--- src/rtl/mem_wb_stage.sv ---
// MEM/WB pipeline register and writeback formatter: load extraction/extension,
// regfile write port, retire counter. Optional WB_FORWARD_EN adds decode forwarding hits.
module mem_wb_stage #(
  parameter int DATA_W = 32,
  parameter int CNT_W  = 32
) (
  input  logic              clk,
  input  logic              rst,
  input  logic              stall,
  input  logic              flush,
  input  logic              inValid,
  input  logic              inRegWE,
  input  logic [4:0]        inWriteReg,
  input  logic [DATA_W-1:0] inAluResult,
  input  logic [DATA_W-1:0] inMemData,
  input  logic              inMemToReg,
  input  logic [2:0]        inLoadType,
  input  logic [4:0]        reg1,
  input  logic [4:0]        reg2,
  output logic [4:0]        writeReg,
  output logic [DATA_W-1:0] Din,
  output logic              WE,
  output logic              fwd1,
  output logic              fwd2,
  output logic [DATA_W-1:0] fwdData,
  output logic [CNT_W-1:0]  retireCount
);

  typedef struct packed {
    logic              valid;
    logic              regwe;
    logic [4:0]        wr;
    logic [DATA_W-1:0] din;
  } wb_t;

  wb_t               q;
  logic [CNT_W-1:0]  cnt;
  logic [7:0]        ld_byte;
  logic [15:0]       ld_half;
  logic [DATA_W-1:0] fmt;

  // Formatting happens ahead of the register so Din is settled for the negedge write.
  always_comb begin
    ld_byte = inMemData[7:0];
    case (inAluResult[1:0])
      2'd1:    ld_byte = inMemData[15:8];
      2'd2:    ld_byte = inMemData[23:16];
      2'd3:    ld_byte = inMemData[31:24];
      default: ld_byte = inMemData[7:0];
    endcase
    ld_half = inAluResult[1] ? inMemData[31:16] : inMemData[15:0];
    fmt = inMemData;
    if (!inMemToReg) fmt = inAluResult;
    else begin
      case (inLoadType)
        3'b001:  fmt = {{24{ld_byte[7]}}, ld_byte};
        3'b010:  fmt = {24'd0, ld_byte};
        3'b011:  fmt = {{16{ld_half[15]}}, ld_half};
        3'b100:  fmt = {16'd0, ld_half};
        default: fmt = inMemData;
      endcase
    end
  end

  always_ff @(posedge clk) begin
    if (rst) begin
      q   <= '0;
      cnt <= '0;
    end else if (flush) begin
      q.valid <= 1'b0;
    end else if (!stall) begin
      q.valid <= inValid;
      q.regwe <= inRegWE;
      q.wr    <= inWriteReg;
      q.din   <= fmt;
      cnt     <= cnt + CNT_W'(inValid);
    end
  end

  assign writeReg    = q.wr;
  assign Din         = q.din;
  assign WE          = q.valid & q.regwe & (q.wr != 5'd0);
  assign retireCount = cnt;

`ifdef WB_FORWARD_EN
  assign fwd1    = WE & (reg1 == q.wr);
  assign fwd2    = WE & (reg2 == q.wr);
  assign fwdData = q.din;
`else
  // Same-cycle RAW is resolved by the regfile's negedge write instead.
  logic unused_fwd;
  assign unused_fwd = ^{reg1, reg2};
  assign fwd1    = 1'b0;
  assign fwd2    = 1'b0;
  assign fwdData = '0;
`endif

endmodule

--- config.mk ---
export PLATFORM = sky130hd
export DESIGN_NAME = mem_wb_stage
export DESIGN_NICKNAME = d
export VERILOG_FILES = /design/src/rtl/mem_wb_stage.sv
export SDC_FILE = /design/constraint.sdc
export NUM_CORES = 1
export LEC_CHECK = 0
export BUFFER_PORTS_ARGS = -buffer_cell sky130_fd_sc_hd__buf_2
export CAP_MARGIN = 15
export CORE_MARGIN = 3
export CORE_UTILIZATION = 43
export DETAILED_ROUTE_END_ITERATION = 7
export PLACE_DENSITY = 0.86
export SLEW_MARGIN = 20
export SYNTH_ARGS = -nofsm -noshare
export SYNTH_HDL_FRONTEND = slang
export SYNTH_SLANG_ARGS = --single-unit
--- constraint.sdc ---
create_clock -name clk -period 2.4 [get_ports clk]
set_clock_uncertainty 0.15 [all_clocks]
set_input_delay 0.48 -clock clk [delete_from_list [all_inputs] [get_ports clk]]
set_output_delay 0.48 -clock clk [all_outputs]
set_load 0.05 [all_outputs]
==> impl_metrics.toml <==
[setup_path]
crit_required_ps = 1770
crit_arrival_ps = 1540
crit_type = "flip-flop to primary output"
path_max_fanout = 3
worstSetupEndpointType = "primary output"
r2r_setup_slack_ps = 250
worstSetupStartpointType = "flip-flop"

[drt]
wire_per_inst_um = 15.5
vias = 4298
vias_per_cell = 5.39
wl_met3_um = 1030
met1Wirelength_um = 5330
ant_nets = 0
routed_wl_um = 12400
drt-initial-drc-count = 288
routed-wl-met2_um = 5880
drc = 0
routed.top_layer = "met5"
first_pass_iters = 5

[run_status]
outcome = "completed"

[floorplan]
start_util = 0.445
die_w_um = 107
die_h_um = 107
ios = 193
die_area_um2 = 11400
placementRows = 36
core_um2 = 9820

[timing]
min_period_ps = 2170
worst_slack_ps = 234
timing.final.max_slew_violations = 0
rsz0062_at_grt = "no"
relSlewSlack = 0.566
hold_viol_final = 0
worstMarginPinSlew_ps = 643
fin_crit_sh = 0.902
clock.fmax_mhz = 462
setup_viol = 0
fin_hold_ws_ps = 215

[placed_design]
place_inst = 781
place.gp.congestion = 0.944
port_buffers = 148
dp_hpwl_um = 9480
dp_slack_ps = -22.0

[global_route]
grt_pass1_vias = 3971
grt_pass1_wl_um = 19400
track_usage = 0.211
grt_max_degree = 34
gr-total-overflow = 0
grt_antenna_before_repair = 1

[power_and_ir_drop]
leakagePower_nw = 2.25
pwr-share-comb = 0.230
p_int_mw = 1.91
power_frac_seq = 0.430
swShare = 0.338
power_switching_mw = 0.978
pwr-share-clk = 0.340
irDropWorstVdd_mv = 0.291
power_density_nw_per_um2 = 563

[yosys]
synth_cell_types = 51
syn-cell-area_um2 = 4370
avgSynthCellArea_um2 = 8.02
synth_flop_cell = "dfxtp_1"
synth_area_leaders = "dfxtp_1 (33%), buf_4 (12%), nand2_1 (4.7%)"
yosys_warnings = 0
async_flop_share = 0
synth_top_area_cell = "dfxtp_1"
yosys_register_bits = 71
synth.top_cell.area_share = 0.326
synthCells = 544
yosysSeqAreaShare = 0.326
synth_edf_count = 0

[clocking]
cts_resized = 0
ctsHoldBuffers = 0
cts_made_buffers = 9
post_cts_buffers = 0
clkLatencyLatePin_ps = 340
cts.clk_slew.worst_paths_ps = 80
tritoncts = "done"
cts_root_buffer = "clkbuf_8"
clock_path_buffers = 2
htreeDepth = 3
cts.sinks = 71

[final_layout]
drive_gt1_frac = 0.307
area_growth_pct = 17.5
nets = 750
diodes = 0
instances_no_fill = 797

[hold_path]
hp-class = "input port to flip-flop"

[run]
max_cap_viol_count = 0
-- cells by family after synthesis --
group           count (synthesis)  synth area share
buf+inv                       119             0.167
compound gates                138             0.208
xor+xnor                       12            0.0241
mux                            16            0.0413
fa+ha+maj                       2           0.00573
simple gates                  185             0.228
flops                          71             0.326
other cells                     1          0.000859
-- sequential cells by signal (all words and copies together) (netlist names) --
signal,cells
q,2
Din,32
writeReg,5
retireCount,32
-- per-layer routing --
layer,vias to the layer above,track usage
met5,-,0
met4,2,0.0612
met3,13,0.0524
met2,201,0.352
met1,1980,0.270
li1,2102,-
-- power by group through the flow --
| stage | registers [mW] | clock network [mW] | logic, mW |
|---|---|---|---|
| 2_1_floorplan | 1.27 | 0 | 0.561 |
| 3_5_place_dp | 1.27 | 0 | 0.661 |
| 6_report | 1.24 | 0.982 | 0.664 |
| 3_3_place_gp | 1.27 | 0 | 0.656 |
| 4_1_cts | 1.24 | 1.00 | 0.662 |
| 5_1_grt | 1.25 | 1.04 | 0.711 |
-- cells in the mapped netlist (9+ instances only) --
cell type	n
a211oi_1	19
nor2_1	20
nand4_1	16
or4_1	9
nand2_1	55
nand3_1	14
buf_4	72
dfxtp_1	71
inv_1	15
o21ai_0	37
o21a_1	9
mux2i_1	9
clkbuf_1	23
or3_1	25
o31ai_1	21
a21oi_1	26
-- cell usage in the layout, fill, tap and decap left out, types with 10 or more instances in the layout --
master    instances
buf_4            27
nor2_1           19
o21ai_0          37
nand3_1          14
clkbuf_8         10
conb_1           34
or3_1            25
dfxtp_1          70
a21oi_1          26
nand4_1          16
buf_2           148
nand2_1          55
a211oi_1         19
o31ai_1          21
inv_1            15
-- worst max-delay path, stage by stage, from the launching register on --
cell and delay, ps:
dfxtp_1 330, or3_1 370, o311a_1 280, buf_2 210
-- stage by stage --
stage	util	cell area, µm²	power (mW)	TNS (ps)
global placement	0.502	4930	1.93	0
CTS	0.522	5130	2.91	0
finish	0.522	5130	2.89	0
floorplan	-	4490	1.83	0
global route	0.522	5130	3.00	0
detailed placement	0.502	4930	1.93	-42.3
-- worst paths after layout --
kind / startpoint / endpoint / depth (start not counted)
worst max register to register: retireCount[2] / retireCount[13] / 5
worst min register to register: Din[6] / Din[6] / 2
worst max-delay path: writeReg[4] / WE / 3
worst min-delay path: inWriteReg[2] / writeReg[2] / 3
-- cell type report --
type | count | area [µm²]
Clock buffer | 12 | 145
Timing Repair Buffer | 175 | 943
Sequential cell | 71 | 1420
Inverter | 15 | 56.3
Clock inverter | 4 | 53.8
Fill cell | 956 | 4690
Tap cell | 133 | 166
Multi-Input combinational cell | 387 | 2340
No activity file was read; power rests on OpenSTA's default activity.
